**config.mk**
```make
export PLATFORM = sky130hd
export DESIGN_NAME = seg7_snake_monitor_flat
export DESIGN_NICKNAME = d
export VERILOG_FILES = /design/src/rtl/seg7_snake_pkg.sv /design/src/rtl/seg7_snake_monitor_if.sv /design/src/rtl/seg7_sync_filter.sv /design/src/rtl/seg7_snake_monitor.sv /design/src/flat_wrapper.sv
export SDC_FILE = /design/constraint.sdc
export NUM_CORES = 1
export LEC_CHECK = 0
export ABC_AREA = 1
export BUFFER_PORTS_ARGS = -buffer_cell sky130_fd_sc_hd__buf_2
export CAP_MARGIN = 20
export CORE_MARGIN = 2
export CORE_UTILIZATION = 35
export CTS_CLUSTER_DIAMETER = 40
export DETAILED_ROUTE_END_ITERATION = 8
export SYNTH_ARGS = -nofsm -noshare
export SYNTH_HDL_FRONTEND = slang
export SYNTH_HIERARCHICAL = 1
export SYNTH_SLANG_ARGS = --single-unit
```
**constraint.sdc**
```tcl
create_clock -name clk -period 4.06 [get_ports clk]
set_input_delay 0.203 -clock clk [delete_from_list [all_inputs] [get_ports clk]]
set_output_delay 0.203 -clock clk [all_outputs]
set_load 0.005 [all_outputs]
```
**src/rtl/seg7_snake_pkg.sv**
```systemverilog
// Shared definitions for the 7-segment snake monitor: segment indices, FSM states,
// the segment adjacency table and small bit-counting helpers.
package seg7_snake_pkg;

  localparam int SEG_N = 7;

  localparam logic [2:0] SEG_A = 3'd0;
  localparam logic [2:0] SEG_B = 3'd1;
  localparam logic [2:0] SEG_C = 3'd2;
  localparam logic [2:0] SEG_D = 3'd3;
  localparam logic [2:0] SEG_E = 3'd4;
  localparam logic [2:0] SEG_F = 3'd5;
  localparam logic [2:0] SEG_G = 3'd6;

  typedef enum logic [1:0] {
    INIT  = 2'd0,
    TRACK = 2'd1,
    FAULT = 2'd2
  } mon_state_t;

  // Entry i holds the segments that physically touch segment i (bit0=a .. bit6=g).
  localparam logic [6:0] ADJ_MASK [SEG_N] = '{
    7'b010_0010,  // a: b,f
    7'b100_0101,  // b: a,c,g
    7'b100_1010,  // c: b,d,g
    7'b001_0100,  // d: c,e
    7'b110_1000,  // e: d,f,g
    7'b101_0001,  // f: a,e,g
    7'b011_0110   // g: b,c,e,f
  };

  function automatic logic [2:0] popcount7(input logic [6:0] v);
    logic [2:0] c;
    c = '0;
    for (int i = 0; i < SEG_N; i++) begin
      c = c + {2'b00, v[i]};
    end
    return c;
  endfunction

  function automatic logic [2:0] onehot_to_idx(input logic [6:0] v);
    logic [2:0] idx;
    idx = '0;
    for (int i = 0; i < SEG_N; i++) begin
      if (v[i]) begin
        idx = 3'(i);
      end
    end
    return idx;
  endfunction

endpackage

```
**src/rtl/seg7_snake_monitor_if.sv**
```systemverilog
// Display-bus and status bundle between the snake monitor and whoever drives/observes it.
interface seg7_snake_monitor_if #(
  parameter int CNT_W = 16
);
  logic [6:0]       seg_in;
  logic             dp_in;
  logic             clr;
  logic [2:0]       head;
  logic             head_vld;
  logic             move_pulse;
  logic [CNT_W-1:0] move_cnt;
  logic [7:0]       err_cnt;
  logic [7:0]       dp_cnt;
  logic             fault;
  logic             stall;

  modport master (
    output seg_in, dp_in, clr,
    input  head, head_vld, move_pulse, move_cnt, err_cnt, dp_cnt, fault, stall
  );

  modport slave (
    input  seg_in, dp_in, clr,
    output head, head_vld, move_pulse, move_cnt, err_cnt, dp_cnt, fault, stall
  );
endinterface

```
**src/rtl/seg7_sync_filter.sv**
```systemverilog
// Two-flop synchronizer followed by a stability filter: the frame only loads a value
// that has been seen on STABLE_CYC consecutive synchronized samples.
module seg7_sync_filter #(
  parameter int STABLE_CYC = 4
) (
  input  logic       clk,
  input  logic       rst_n,
  input  logic [7:0] raw,
  output logic [7:0] frame,
  output logic [7:0] frame_prev,
  output logic       f_change
);
  localparam int CW = $clog2(STABLE_CYC + 1);
  localparam logic [CW-1:0] RUN_MAX = CW'(STABLE_CYC);

  logic [7:0]    sync1_reg, sync2_reg, cand_reg, frame_reg, prev_reg;
  logic [CW-1:0] run_reg, run_next;
  logic          change_reg, load;

  // run counts how many consecutive samples have matched the current candidate
  always_comb begin
    run_next = run_reg;
    if (sync2_reg != cand_reg) begin
      run_next = CW'(1);
    end else if (run_reg != RUN_MAX) begin
      run_next = run_reg + 1'b1;
    end
    load = (run_next == RUN_MAX) && (sync2_reg != frame_reg);
  end

  always_ff @(posedge clk or negedge rst_n) begin
    if (!rst_n) begin
      sync1_reg  <= '0;
      sync2_reg  <= '0;
      cand_reg   <= '0;
      run_reg    <= '0;
      frame_reg  <= '0;
      prev_reg   <= '0;
      change_reg <= 1'b0;
    end else begin
      sync1_reg  <= raw;
      sync2_reg  <= sync1_reg;
      cand_reg   <= sync2_reg;
      run_reg    <= run_next;
      change_reg <= load;
      if (load) begin
        prev_reg  <= frame_reg;
        frame_reg <= sync2_reg;
      end
    end
  end

  assign frame      = frame_reg;
  assign frame_prev = prev_reg;
  assign f_change   = change_reg;

endmodule

```
**src/rtl/seg7_snake_monitor.sv**
```systemverilog
// Receive-side checker for the 7-segment snake bus: classifies each filtered frame change.
// Optional stall watchdog is compiled in when SNAKE_MON_STALL_EN is defined.
module seg7_snake_monitor
  import seg7_snake_pkg::*;
#(
  parameter int STABLE_CYC = 4,
  parameter int CNT_W      = 16,
  parameter int STALL_W    = 26
) (
  input  logic                 clk,
  input  logic                 rst_n,
  seg7_snake_monitor_if.slave  bus
);
  logic [7:0] frame, frame_prev;
  logic       f_change;

  seg7_sync_filter #(.STABLE_CYC(STABLE_CYC)) u_filter (
    .clk        (clk),
    .rst_n      (rst_n),
    .raw        ({bus.dp_in, bus.seg_in}),
    .frame      (frame),
    .frame_prev (frame_prev),
    .f_change   (f_change)
  );

  logic [6:0] cur, prev, on_mask, off_mask, adj_hit;
  logic [2:0] n_cur;
  logic       legal, dp_rise;

  assign cur      = frame[6:0];
  assign prev     = frame_prev[6:0];
  assign on_mask  = cur & ~prev;
  assign off_mask = prev & ~cur;
  assign n_cur    = popcount7(cur);
  assign dp_rise  = f_change & frame[7] & ~frame_prev[7];

  // A newly lit segment must touch something that was already lit
  generate
    for (genvar gi = 0; gi < SEG_N; gi++) begin : g_adj
      assign adj_hit[gi] = on_mask[gi] & (|(ADJ_MASK[gi] & prev));
    end
  endgenerate

  assign legal = ((n_cur == 3'd2) || (n_cur == 3'd3))
              && (popcount7(on_mask) <= 3'd1)
              && (popcount7(off_mask) <= 3'd1)
              && ((on_mask == '0) || (|adj_hit));

  mon_state_t       state_reg, state_next;
  logic [2:0]       head_reg, head_next;
  logic             head_vld_reg, head_vld_next;
  logic             pulse_reg, pulse_next;
  logic [CNT_W-1:0] move_cnt_reg, move_cnt_next;
  logic [7:0]       err_cnt_reg, err_cnt_next;
  logic [7:0]       dp_cnt_reg, dp_cnt_next;

  always_comb begin
    state_next    = state_reg;
    head_next     = head_reg;
    head_vld_next = head_vld_reg;
    pulse_next    = 1'b0;
    move_cnt_next = move_cnt_reg;
    err_cnt_next  = err_cnt_reg;
    dp_cnt_next   = dp_cnt_reg;
    if (bus.clr) begin
      state_next    = INIT;
      head_vld_next = 1'b0;
      move_cnt_next = '0;
      err_cnt_next  = '0;
      dp_cnt_next   = '0;
    end else begin
      if (dp_rise && (dp_cnt_reg != '1)) begin
        dp_cnt_next = dp_cnt_reg + 1'b1;
      end
      if (f_change) begin
        if (cur == '0) begin
          state_next    = INIT;
          head_vld_next = 1'b0;
        end else begin
          case (state_reg)
            INIT: begin
              if (n_cur == 3'd3) begin
                state_next = TRACK;
              end
            end
            TRACK: begin
              if (!legal) begin
                state_next    = FAULT;
                head_vld_next = 1'b0;
                if (err_cnt_reg != '1) begin
                  err_cnt_next = err_cnt_reg + 1'b1;
                end
              end else if (on_mask != '0) begin
                head_next     = onehot_to_idx(on_mask);
                head_vld_next = 1'b1;
                pulse_next    = 1'b1;
                if (move_cnt_reg != '1) begin
                  move_cnt_next = move_cnt_reg + 1'b1;
                end
              end
            end
            FAULT: begin
              state_next = FAULT;
            end
            default: begin
              state_next = INIT;
            end
          endcase
        end
      end
    end
  end

  always_ff @(posedge clk or negedge rst_n) begin
    if (!rst_n) begin
      state_reg    <= INIT;
      head_reg     <= '0;
      head_vld_reg <= 1'b0;
      pulse_reg    <= 1'b0;
      move_cnt_reg <= '0;
      err_cnt_reg  <= '0;
      dp_cnt_reg   <= '0;
    end else begin
      state_reg    <= state_next;
      head_reg     <= head_next;
      head_vld_reg <= head_vld_next;
      pulse_reg    <= pulse_next;
      move_cnt_reg <= move_cnt_next;
      err_cnt_reg  <= err_cnt_next;
      dp_cnt_reg   <= dp_cnt_next;
    end
  end

`ifdef SNAKE_MON_STALL_EN
  logic [STALL_W-1:0] idle_reg;

  always_ff @(posedge clk or negedge rst_n) begin
    if (!rst_n) begin
      idle_reg <= '0;
    end else if (bus.clr || f_change) begin
      idle_reg <= '0;
    end else if ((state_reg == TRACK) && (idle_reg != '1)) begin
      idle_reg <= idle_reg + 1'b1;
    end
  end

  assign bus.stall = (state_reg == TRACK) && (idle_reg == '1);
`else
  // Watchdog absent: stall is constant 0 (STALL_W >= 1 makes this compare false).
  assign bus.stall = (STALL_W < 1);
`endif

  assign bus.head       = head_reg;
  assign bus.head_vld   = head_vld_reg;
  assign bus.move_pulse = pulse_reg;
  assign bus.move_cnt   = move_cnt_reg;
  assign bus.err_cnt    = err_cnt_reg;
  assign bus.dp_cnt     = dp_cnt_reg;
  assign bus.fault      = (state_reg == FAULT);

endmodule

```
**src/flat_wrapper.sv**
```systemverilog
// flat-port wrapper written by rule: the top's interface ports become plain ports
module seg7_snake_monitor_flat import seg7_snake_pkg::*;
#(
  parameter int STABLE_CYC = 4,
  parameter int CNT_W      = 16,
  parameter int STALL_W    = 26
)
  (clk, rst_n, bus_seg_in, bus_dp_in, bus_clr, bus_head, bus_head_vld, bus_move_pulse, bus_move_cnt, bus_err_cnt, bus_dp_cnt, bus_fault, bus_stall);
  seg7_snake_monitor_if #(.CNT_W(CNT_W)) bus_i ();
  input  logic clk;
  input  logic rst_n;
  input wire logic [$bits(bus_i.seg_in)-1:0] bus_seg_in;
  input wire logic [$bits(bus_i.dp_in)-1:0] bus_dp_in;
  input wire logic [$bits(bus_i.clr)-1:0] bus_clr;
  output wire logic [$bits(bus_i.head)-1:0] bus_head;
  output wire logic [$bits(bus_i.head_vld)-1:0] bus_head_vld;
  output wire logic [$bits(bus_i.move_pulse)-1:0] bus_move_pulse;
  output wire logic [$bits(bus_i.move_cnt)-1:0] bus_move_cnt;
  output wire logic [$bits(bus_i.err_cnt)-1:0] bus_err_cnt;
  output wire logic [$bits(bus_i.dp_cnt)-1:0] bus_dp_cnt;
  output wire logic [$bits(bus_i.fault)-1:0] bus_fault;
  output wire logic [$bits(bus_i.stall)-1:0] bus_stall;
  assign bus_i.seg_in = bus_seg_in;
  assign bus_i.dp_in = bus_dp_in;
  assign bus_i.clr = bus_clr;
  assign bus_head = bus_i.head;
  assign bus_head_vld = bus_i.head_vld;
  assign bus_move_pulse = bus_i.move_pulse;
  assign bus_move_cnt = bus_i.move_cnt;
  assign bus_err_cnt = bus_i.err_cnt;
  assign bus_dp_cnt = bus_i.dp_cnt;
  assign bus_fault = bus_i.fault;
  assign bus_stall = bus_i.stall;
  seg7_snake_monitor #(.STABLE_CYC(STABLE_CYC), .CNT_W(CNT_W), .STALL_W(STALL_W)) u_core (.clk(clk), .rst_n(rst_n), .bus(bus_i));
endmodule
```
==> results.md <==
- The share of the Yosys chip area taken by registers is 42.1%.
- Setup slack on the worst reg-to-reg path comes out at 0.19 ns.
- The worst min-delay path category is input port to register.
- The worst hold path cell count is 2.
- The final setup skew is 0.00679 ns.
- Summed over all layers, the routed wires come to 10.4 mm.
- The count of nets left with antenna violations once routing finished came out at 0.
- The cell sitting at the root of the clock tree is a clkbuf_16.
- Relative to the synthesized area, the layout overhead comes to 16.6%.
- The clock period could shrink to 3.87 ns.
- After detailed routing, the average wire length per cell comes to 12.1 um.
- The final period utilization is 95.3%.
- After detailed routing, the number of remaining DRC violations is 0.
- The number of buffers inserted during clock tree synthesis is 9.
- The total of flip-flops plus latches after synthesis is 83.
- The capture instance of the worst register-to-register path is u_core/bus.move_cnt[7]$_DFFE_PN0P_.
- The initialized floorplan defines 43 standard-cell rows.
- Setup violations remaining at the end of the flow were counted as 0.
- The type of element launching the critical path is a register.
- The later-pin clock latency in the skew report is 0.35 ns.
- 50 I/O pins were placed.
- The share of synthesized registers carrying an async set or reset is 100%.
- For this design the static power due to leakage is 3.05 nW.
- The placeable core region is 0.0138 mm2.
- In this run the mean area of a mapped cell was 7.98 um2.
- The final net count is 707.
- For the worst setup path, the data required time is 4.29 ns.
- The first TritonRoute pass finished after 4 iterations.
- Among all flip-flop cells after synthesis, the most frequent one is dfrtp_1.
- The signal arrival time at the worst endpoint is 4.10 ns.
- The highest net fanout along the worst path is 16.
- The number of violations of the max-capacitance limit is 0.
- The setup path with the least slack is of type register to register.
- For this run, the top clock speed supported by timing is 0.259 GHz.
- After clock tree synthesis, the clock-pin slew on the worst setup and hold paths is 0.06 ns.
- The worst register-to-register path has a depth of 13.
- The run finished with clean final reports.
- Counting instances in the post-synthesis netlist gives the leading cell types as nand2_1, inv_1, dfrtp_1, nor2_1, nand4_1.
- In the post-synthesis netlist, the biggest area contributors are dfrtp_1, nand2_1, inv_1.
- The clock tree from TritonCTS is built.
- The synthesized netlist occupies a cell area of 0.00494 mm2.
- Synthesis instantiated 38 different standard cells from the library.
- Entering global routing, the biggest net connects 84 pins.
- The fraction of final layout cells with drive strength greater than 1 is 17.2%.
- The hold violation total from the final report is 0.
- Setup slack on the critical path of the routed design comes to 0.192 ns.
- dfrtp_1 takes more of the synthesized area than any other cell.
- The startpoint identified for the worst register-to-register timing path is u_core/u_filter/frame[3]$_DFFE_PN0P_.
- The most common cell in the synthesized netlist is nand2_1.
- The beginning of the critical path is u_core/u_filter/frame[3]$_DFFE_PN0P_.
- The worst hold path startpoint is bus_clr.
- The total negative slack is 0 ns.
- The number of vias after detailed routing is 4070.
- The number of DRC markers after the initial detailed-route iteration is 279.
- The final-report max-slew violation count was 0.
- STA classifies the critical path endpoint as a register.
- The H-tree generated during clock tree synthesis spans 3 levels.
- The register with the most flip-flops in the layout has 16 of them.
- The synthesized net count is 652.
- The post-route total power is 1.88 mW.
- In this run the post-CTS setup repair buffer count came out at 0.
- After legalization and detailed placement, the total HPWL measured 7.37 mm.
- The congestion estimate from routability-driven global placement came to 0.904.
- The largest voltage drop on the vdd net is 0.382 mV.
- The detailed-route vias per instance is 4.74.
- The worst pin sits at a relative slew slack of 54.9%.
- The sink of the worst hold path is u_core/bus.err_cnt[2]$_DFFE_PN0P_.
- At the pin with the least slew margin, the transition time is 0.675 ns.
- During placement, the flow inserted port buffers numbering 48.
- The die outline area is 0.0151 mm2.
- Synthesis handed over a netlist of 619 instances.
- The number of global-route vias before repair is 3842.
- The floorplan step set the die height to 123 um.
- At the placement stage, the worst setup path has a slack of 0.167 ns.
- The number of flops mapped to enable cells by yosys is 0.
- The total inserted antenna cells is 0.
- For this run the aggregate overflow at the end of global routing stands at 0.
- The number of antenna violations at the first check in global routing is 0.
- The area share of the largest cell type after synthesis is 42.1%.
- Dividing total power by cell area gives a power density of 326 mW/mm2.
- The overall track demand over capacity in global routing is 14.9%.
- The number of clock sinks is 83.
- The horizontal extent of the die is 123 um.
- Setup repair after global routing left no endpoint under its margin.
- The count of yosys warnings during synthesis is 6.
- The initial utilization of the core area, before any placement, comes to 35.7%.
- The first global-routing pass estimated 17.8 mm of wire.
- The clock passes through at most 2 buffers.
==> worst max path at each step <==
stage	end	depth (start not counted)
2_1_floorplan	u_core/bus.move_cnt[5]$_DFFE_PN0P_	14
6_report	u_core/bus.move_cnt[7]$_DFFE_PN0P_	13
4_1_cts	u_core/bus.move_cnt[7]$_DFFE_PN0P_	13
3_5_place_dp	u_core/bus.move_cnt[7]$_DFFE_PN0P_	13
3_3_place_gp	u_core/bus.move_cnt[3]$_DFFE_PN0P_	13
5_1_grt	u_core/bus.move_cnt[7]$_DFFE_PN0P_	16
==> cells in the final DEF (no fill, tap or decap), types with 2 or more instances in the layout <==
cell	n
a211oi_1	2
a21oi_1	9
buf_2	47
buf_4	2
bufinv_16	2
clkbuf_16	9
dfrtp_1	82
dlygate4sd3_1	9
fa_1	12
ha_1	10
inv_1	89
inv_2	8
inv_6	4
nand2_1	170
nand2_2	15
nand2_4	7
nand3_1	33
nand3_2	2
nand3_4	3
nand4_1	47
nor2_1	60
nor2_2	5
nor2_4	2
nor2_8	2
nor3_1	8
o21ai_0	11
or2_2	4
xnor2_1	8
xor2_1	4
==> metrics by stage <==
step                utilization [%]  std cells  hold slack [ns]  instance area, um2
floorplan                         -        619          -0.0926                4940
global route                   41.6        859            0.318                5760
CTS                            41.4        857           0.0960                5720
detailed placement             38.4        833            0.312                5310
finish                         41.6        859            0.300                5760
global placement               38.4        833            0.311                5310
==> final cells by class <==
| cell class | count | area [um2] |
|---|---|---|
| inverters | 97 | 364 |
| fillers | 1372 | 8070 |
| clock buffers | 9 | 225 |
| clock inverters | 7 | 106 |
| multi-input cells | 424 | 2390 |
| well taps | 180 | 225 |
| flip-flops and latches | 83 | 2080 |
| repair buffers | 59 | 368 |
==> timing repair <==
action,in CTS,in global routing
gates resized for setup,0,1
hold buffers,8,1
setup endpoints to repair,0,11
endpoints found under the hold margin,8,32
==> critical path: stages (launching register included) <==
cell	delay [ns]
dfrtp_1	0.51
nor2_1	0.11
fa_1	0.49
inv_1	0.06
fa_1	0.53
inv_1	0.05
fa_1	0.43
fa_1	0.48
nor3_4	0.33
nand2_4	0.18
nand2_4	0.10
nand3_4	0.24
nand2_1	0.16
nand2_1	0.07
==> report_power, final <==
part,switching (mW),internal [mW],total (mW),leakage (nW)
registers,0.0211,0.847,0.868,1.09
clock network,0.358,0.552,0.909,0.163
logic,0.0604,0.0405,0.101,1.80
==> layer usage <==
metal  vias to the layer above  GRT usage [%]  part of all wire (%)
li1                       2061              -                     -
met1                      1904           18.6                    46
met2                        95           25.0                    48
met3                        10           3.81                   4.9
met4                         0           4.96                   1.4
met5                         -              0                     0
==> cell families (layout without fill, tap and decap cells) <==
kind of cell | Yosys count | after routing | synth area share, %
buffers and inverters | 112 | 172 | 9.50
DFF | 83 | 83 | 42.1
AOI/OAI and AO/OA | 24 | 24 | 2.64
xor gates and xnor gates | 12 | 12 | 2.13
other | 1 | 1 | 0.0760
and+or+nand+nor | 365 | 365 | 36.2
adders and majority gates | 22 | 22 | 7.40
Power figures use the tool's default switching activity.
